===== src/rtl/riscv_run_pkg.sv =====
// Shared state encoding and helpers for the RISC-V run controller.
package riscv_run_pkg;

    localparam int unsigned MAX_HARTS = 64;

    typedef enum logic [1:0] {
        ST_IDLE = 2'd0,
        ST_HOLD = 2'd1,
        ST_RUN  = 2'd2,
        ST_DONE = 2'd3
    } run_state_e;

    function automatic int unsigned lowest_set_idx(input logic [MAX_HARTS-1:0] vec);
        int unsigned idx;
        logic        found;
        idx   = 0;
        found = 1'b0;
        for (int unsigned i = 0; i < MAX_HARTS; i++) begin
            if (vec[i] && !found) begin
                idx   = i;
                found = 1'b1;
            end
        end
        return idx;
    endfunction

endpackage


===== src/rtl/run_prio_enc.sv =====
// Lowest-index priority encoder: index of the lowest set request bit plus a valid flag.
module run_prio_enc
    import riscv_run_pkg::*;
#(
    parameter int unsigned N     = 1,
    parameter int unsigned IDX_W = 1
) (
    input  logic [N-1:0]     req_i,
    output logic [IDX_W-1:0] idx_o,
    output logic             valid_o
);

    logic [MAX_HARTS-1:0] req_ext;

    always_comb begin
        req_ext        = '0;
        req_ext[N-1:0] = req_i;
    end

    assign idx_o   = IDX_W'(lowest_set_idx(req_ext));
    assign valid_o = |req_i;

endmodule


===== src/rtl/riscv_run_ctrl.sv =====
// Run controller: sequences per-hart core reset release, counts RUN cycles,
// collects halt/exit codes and enforces a watchdog with sticky status.
module riscv_run_ctrl
    import riscv_run_pkg::*;
#(
    parameter int unsigned NUM_HARTS       = 1,
    parameter int unsigned RST_HOLD_CYCLES = 1,
    parameter int unsigned TIMEOUT_CYCLES  = 20,
    parameter int unsigned CNT_W           = 32,
    parameter int unsigned CODE_W          = 32,
    parameter int unsigned HART_W          = (NUM_HARTS > 1) ? $clog2(NUM_HARTS) : 1
) (
    input  logic                        clk,
    input  logic                        reset,
    input  logic                        start,
    input  logic [NUM_HARTS-1:0]        halt_valid,
    input  logic [NUM_HARTS*CODE_W-1:0] halt_code,
    output logic [NUM_HARTS-1:0]        core_reset,
    output logic                        busy,
    output logic                        done,
    output logic                        pass,
    output logic                        timeout,
    output logic [HART_W-1:0]           fail_hart,
    output logic [CODE_W-1:0]           fail_code,
    output logic [CNT_W-1:0]            cycle_count
);

    localparam int unsigned HOLD_W = (RST_HOLD_CYCLES > 1) ? $clog2(RST_HOLD_CYCLES) : 1;

    run_state_e           state_q;
    logic [HOLD_W-1:0]    hold_q;
    logic [NUM_HARTS-1:0] halted_q;
    logic [NUM_HARTS-1:0] core_reset_q;
    logic                 busy_q;
    logic                 done_q;
    logic                 pass_q;
    logic                 timeout_q;
    logic [HART_W-1:0]    fail_hart_q;
    logic [CODE_W-1:0]    fail_code_q;
    logic [CNT_W-1:0]     cycle_q;

    logic [NUM_HARTS-1:0] new_halt_d;
    logic [NUM_HARTS-1:0] fail_mask_d;
    logic                 all_halted_d;
    logic                 wd_expired_d;
    logic                 fail_valid_d;
    logic [HART_W-1:0]    fail_hart_d;
    logic [CODE_W-1:0]    fail_code_d;
    logic [CNT_W-1:0]     cycle_inc_d;

    always_comb begin
        new_halt_d  = halt_valid & ~halted_q;
        fail_mask_d = '0;
        for (int unsigned i = 0; i < NUM_HARTS; i++) begin
            fail_mask_d[i] = new_halt_d[i] && (halt_code[i*CODE_W +: CODE_W] != '0);
        end
        all_halted_d = &(halted_q | new_halt_d);
        wd_expired_d = (TIMEOUT_CYCLES != 0) && (cycle_q == CNT_W'(TIMEOUT_CYCLES - 1));
        cycle_inc_d  = (&cycle_q) ? cycle_q : cycle_q + CNT_W'(1);
    end

    run_prio_enc #(
        .N     (NUM_HARTS),
        .IDX_W (HART_W)
    ) u_fail_enc (
        .req_i   (fail_mask_d),
        .idx_o   (fail_hart_d),
        .valid_o (fail_valid_d)
    );

    always_comb begin
        fail_code_d = '0;
        for (int unsigned i = 0; i < NUM_HARTS; i++) begin
            if (fail_hart_d == HART_W'(i)) fail_code_d = halt_code[i*CODE_W +: CODE_W];
        end
    end

    always_ff @(posedge clk or posedge reset) begin
        if (reset) begin
            state_q      <= ST_IDLE;
            hold_q       <= '0;
            halted_q     <= '0;
            core_reset_q <= '1;
            busy_q       <= 1'b0;
            done_q       <= 1'b0;
            pass_q       <= 1'b0;
            timeout_q    <= 1'b0;
            fail_hart_q  <= '0;
            fail_code_q  <= '0;
            cycle_q      <= '0;
        end else begin
            case (state_q)
                ST_IDLE, ST_DONE: begin
                    if (start) begin
                        state_q     <= ST_HOLD;
                        hold_q      <= HOLD_W'(RST_HOLD_CYCLES - 1);
                        busy_q      <= 1'b1;
                        done_q      <= 1'b0;
                        pass_q      <= 1'b0;
                        timeout_q   <= 1'b0;
                        fail_hart_q <= '0;
                        fail_code_q <= '0;
                        cycle_q     <= '0;
                        halted_q    <= '0;
                    end
                end
                ST_HOLD: begin
                    if (hold_q == '0) begin
                        state_q      <= ST_RUN;
                        core_reset_q <= '0;
                    end else begin
                        hold_q <= hold_q - HOLD_W'(1);
                    end
                end
                ST_RUN: begin
                    halted_q <= halted_q | new_halt_d;
                    if (fail_valid_d) begin
                        state_q      <= ST_DONE;
                        core_reset_q <= '1;
                        busy_q       <= 1'b0;
                        done_q       <= 1'b1;
                        pass_q       <= 1'b0;
                        fail_hart_q  <= fail_hart_d;
                        fail_code_q  <= fail_code_d;
                        cycle_q      <= cycle_inc_d;
                    end else if (all_halted_d) begin
                        state_q      <= ST_DONE;
                        core_reset_q <= '1;
                        busy_q       <= 1'b0;
                        done_q       <= 1'b1;
                        pass_q       <= 1'b1;
                        cycle_q      <= cycle_inc_d;
                    end else if (wd_expired_d) begin
                        // A timed-out run keeps the index of its last RUN cycle (TIMEOUT_CYCLES-1).
                        state_q      <= ST_DONE;
                        core_reset_q <= '1;
                        busy_q       <= 1'b0;
                        done_q       <= 1'b1;
                        timeout_q    <= 1'b1;
                    end else begin
                        core_reset_q <= core_reset_q | new_halt_d;
                        cycle_q      <= cycle_inc_d;
                    end
                end
                default: state_q <= ST_IDLE;
            endcase
        end
    end

    assign core_reset  = core_reset_q;
    assign busy        = busy_q;
    assign done        = done_q;
    assign pass        = pass_q;
    assign timeout     = timeout_q;
    assign fail_hart   = fail_hart_q;
    assign fail_code   = fail_code_q;
    assign cycle_count = cycle_q;

endmodule


===== config.mk =====
export PLATFORM = sky130hd
export DESIGN_NAME = riscv_run_ctrl
export DESIGN_NICKNAME = d
export VERILOG_FILES = /design/src/rtl/riscv_run_pkg.sv /design/src/rtl/run_prio_enc.sv /design/src/rtl/riscv_run_ctrl.sv
export SDC_FILE = /design/constraint.sdc
export NUM_CORES = 1
export LEC_CHECK = 0
export CAP_MARGIN = 20
export CORE_MARGIN = 2
export CORE_UTILIZATION = 45
export CTS_BUF_LIST = sky130_fd_sc_hd__clkbuf_4
export DETAILED_ROUTE_END_ITERATION = 6
export PLACE_DENSITY = 0.82
export REMOVE_ABC_BUFFERS = 1
export SYNTH_ARGS = -nofsm -noshare
export SYNTH_HDL_FRONTEND = slang
export SYNTH_SLANG_ARGS = --single-unit
export TNS_END_PERCENT = 30

===== constraint.sdc =====
create_clock -name clk -period 4.06 [get_ports clk]
set_clock_uncertainty 0.1 [all_clocks]
set_input_delay 1.218 -clock clk [delete_from_list [all_inputs] [get_ports clk]]
set_output_delay 1.218 -clock clk [all_outputs]
set_load 0.01 [all_outputs]

==> key figures <==
Drt
  • DRC: 0
  • Drt total wl: 10200 um
  • DRT met1 WL: 4380 um
  • Final ANT Viol Nets: 0
  • Highest metal used: met4
  • Initial DRC Count: 279
  • Met2 wire len: 4970 um
  • DRT Pass-1 Iters: 4
  • WL/cell: 17.9 um
  • DR vias: 3383
  • WL met3: 574 um
  • Drt via density: 5.95

Finish
  • Commonest non-fill, non-tap cell in the layout: clkdlybuf4s50_1
  • Share of cells above drive strength 1: 0.0942
  • Total Nets Final: 502
  • Antenna cell count: 0
  • Most frequent cells in the layout: clkdlybuf4s50_1 (104), dfrtp_1 (71), nand2_1 (41), a22o_1 (33), o21ai_0 (17)
  • Area delta synth->final: 34.3%

CTS
  • CTS tree: yes
  • Root buffer cell: clkbuf_4
  • Postcts setup bufs: 0
  • Clk_lat worst skew: 0.44 ns
  • CTS Hold Bufs: 0
  • CTS HTree Levels: 3
  • CTS max path bufs: 2
  • Total CTS buffers: 9
  • Sink Count: 72
  • Post_cts resized: 0
  • Clock Pin Slew Worst Setup and Hold Paths: 0.14 ns

STA
  • Hold WS: 0.409 ns
  • Final setup violation count: 0
  • Crit path time final: 3.50 ns
  • Final Hold Violating Endpoints: 0
  • Worst-Margin Slew: 1.05 ns
  • RSZ-0062 raised after global routing: false
  • Setup_tns: 0 ns
  • Fin. max-slew vios: 0
  • Fin crit share: 0.863
  • Fmax: 285 MHz
  • Worst slew margin: 0.301

Yosys
  • Sequential share of the synthesized area: 0.494
  • Compound-gate portion of the synthesized area: 0.217
  • Mux contribution to synthesized area: 0
  • Cell area after synthesis: 3650 sq um
  • Most area-hungry cell type in the Yosys netlist: dfrtp_1
  • Adder-cell share of the synthesized area: 0.0137
  • Syn_area_per_cell: 10.2 sq um
  • Post-Synth XOR/XNOR Area: 0
  • Yosys cell types: 57
  • Simple-Gate Fraction of Synth Area: 0.236
  • Synth top area cells: dfrtp_1 (49%), a22o_1 (7.9%), nand2_1 (4.2%)
  • Synthesized flop and latch total: 72
  • Synthesized instance count: 359
  • Largest family of logic cells by synthesized area: simple AND/OR/NAND/NOR gates
  • Synth Warn #: 0
  • Post-synth top area share: 0.486

Power
  • Leak: 2.03 nW
  • Cell Pwr Density: 509 nW/um^2
  • Max IR drop VDD: 290 uV

Setup path
  • Crit-path max FO: 32
  • Crit end category: flop
  • Crit start category: input pin
  • CP Class: in -> reg
  • Worst reg-to-reg path cell count: 8
  • Worst path required time: 4.34 ns
  • CP arrival: 3.78 ns

Die
  • I/O pin cnt: 106
  • Die width: 94.1 um
  • Core area: 7810 sq um
  • Starting Density: 0.468
  • FP Rows: 32
  • Die Y: 94.1 um
  • Die area: 8850 sq um

Placement
  • Hpwl dp: 7200 um
  • Port bufs: 104
  • GPL Wtd Cong: 0.913

Global routing
  • Largest net degree at the start of global routing: 38
  • First-pass GRT wire length: 16200 um
  • Gr usage total: 0.234
  • Number of global-route vias before repair: 3203
  • Initial antenna violation count: 0
  • GRT overflow: 0

Worst hold path
  • Worst hold stages: 1
  • Classification of the worst-slack hold path: reg -> reg

Outcome
  • Status: finished clean

Flow run
  • Maxcap violations: 0
## path summary, 6_finish.rpt
kind,from,to,slack [ns]
max reg2reg,cycle_count[0]$_DFFE_PP0P_,cycle_count[16]$_DFFE_PP0P_,1.31
max in group asynchronous,reset,core_reset$_DFFE_PP1P_,1.98
min in group asynchronous,reset,cycle_count[19]$_DFFE_PP0P_,1.12
min,busy$_DFFE_PP0P_,busy$_DFFE_PP0P_,0.41
max,halt_code[22],fail_code[30]$_DFFE_PP0P_,0.56
min reg2reg,busy$_DFFE_PP0P_,busy$_DFFE_PP0P_,0.41
## worst max-delay path, stage by stage
cell and delay [ns]:
clkdlybuf4s50_1 0.43, nor4_1 0.42, nand4_1 0.19, nor2_1 0.24, or3b_2 0.18, a21o_1 0.81, a22o_1 0.27
## cells in the mapped netlist, drive strengths merged
cell / instances
o21ai: 21
and2b: 1
o41ai: 5
nand4: 14
dfstp: 1
o22a: 1
nand3: 14
a21o: 3
nor3b: 1
a22oi: 2
nand2: 41
nand3b: 4
clkbuf: 9
conb: 1
and2: 8
buf: 9
nor2b: 2
or3: 2
nor3: 12
or4: 3
o31ai: 8
a22o: 33
or4b: 1
dfrtp: 71
o211ai: 3
a31o: 1
inv: 9
nor4b: 2
a221oi: 1
nand4b: 2
o21bai: 1
a21oi: 16
o21a: 5
nor2: 15
and3: 4
o31a: 2
ha: 4
a31oi: 9
or3b: 1
nand2b: 1
nor4: 16
## cells by family after synthesis
kind of cell,count (synthesis)
buffers and inverters,27
other,1
AO/OA/AOI/OAI,111
flip-flops,72
AND/OR/NAND/NOR,144
adder cells (fa/ha/maj),4
## layout make-up
cell class | instances | area [sq um]
tap | 102 | 128
multi-input combinational | 260 | 1710
sequential | 72 | 1800
clock inverter | 7 | 61.3
clock buffer | 9 | 67.6
fill | 647 | 2900
timing repair buffer | 110 | 1100
inverter | 9 | 33.8
## flip-flops by register name, summed over array words and instances (netlist names)
| name | cells |
|---|---|
| busy | 1 |
| core_reset | 1 |
| cycle_count | 32 |
| done | 1 |
| fail_code | 32 |
| halted_q | 1 |
| pass | 1 |
| state_q | 2 |
| timeout | 1 |
## layer usage
metal,global-route usage,vias up
met1,0.323,1658
li1,-,1583
met5,0,-
met4,0.111,0
met3,0.0409,19
met2,0.356,123
## power breakdown
part	internal [mW]	switching (mW)
registers	0.861	0.0954
logic	0.488	0.618
clock network	0.137	0.295
## metrics by stage
stage	area [sq um]	power, mW	instances	setup WS (ns)	utilization
after floorplan	3550	1.54	341	0.405	-
after global placement	4780	2.04	553	0.297	0.612
after detailed placement	4780	2.07	553	0.153	0.612
after CTS	4910	2.50	569	0.607	0.628
after global routing	4910	2.64	569	0.425	0.628
final	4910	2.50	569	0.555	0.628
Note: power is estimated with default switching activity, not from simulation.
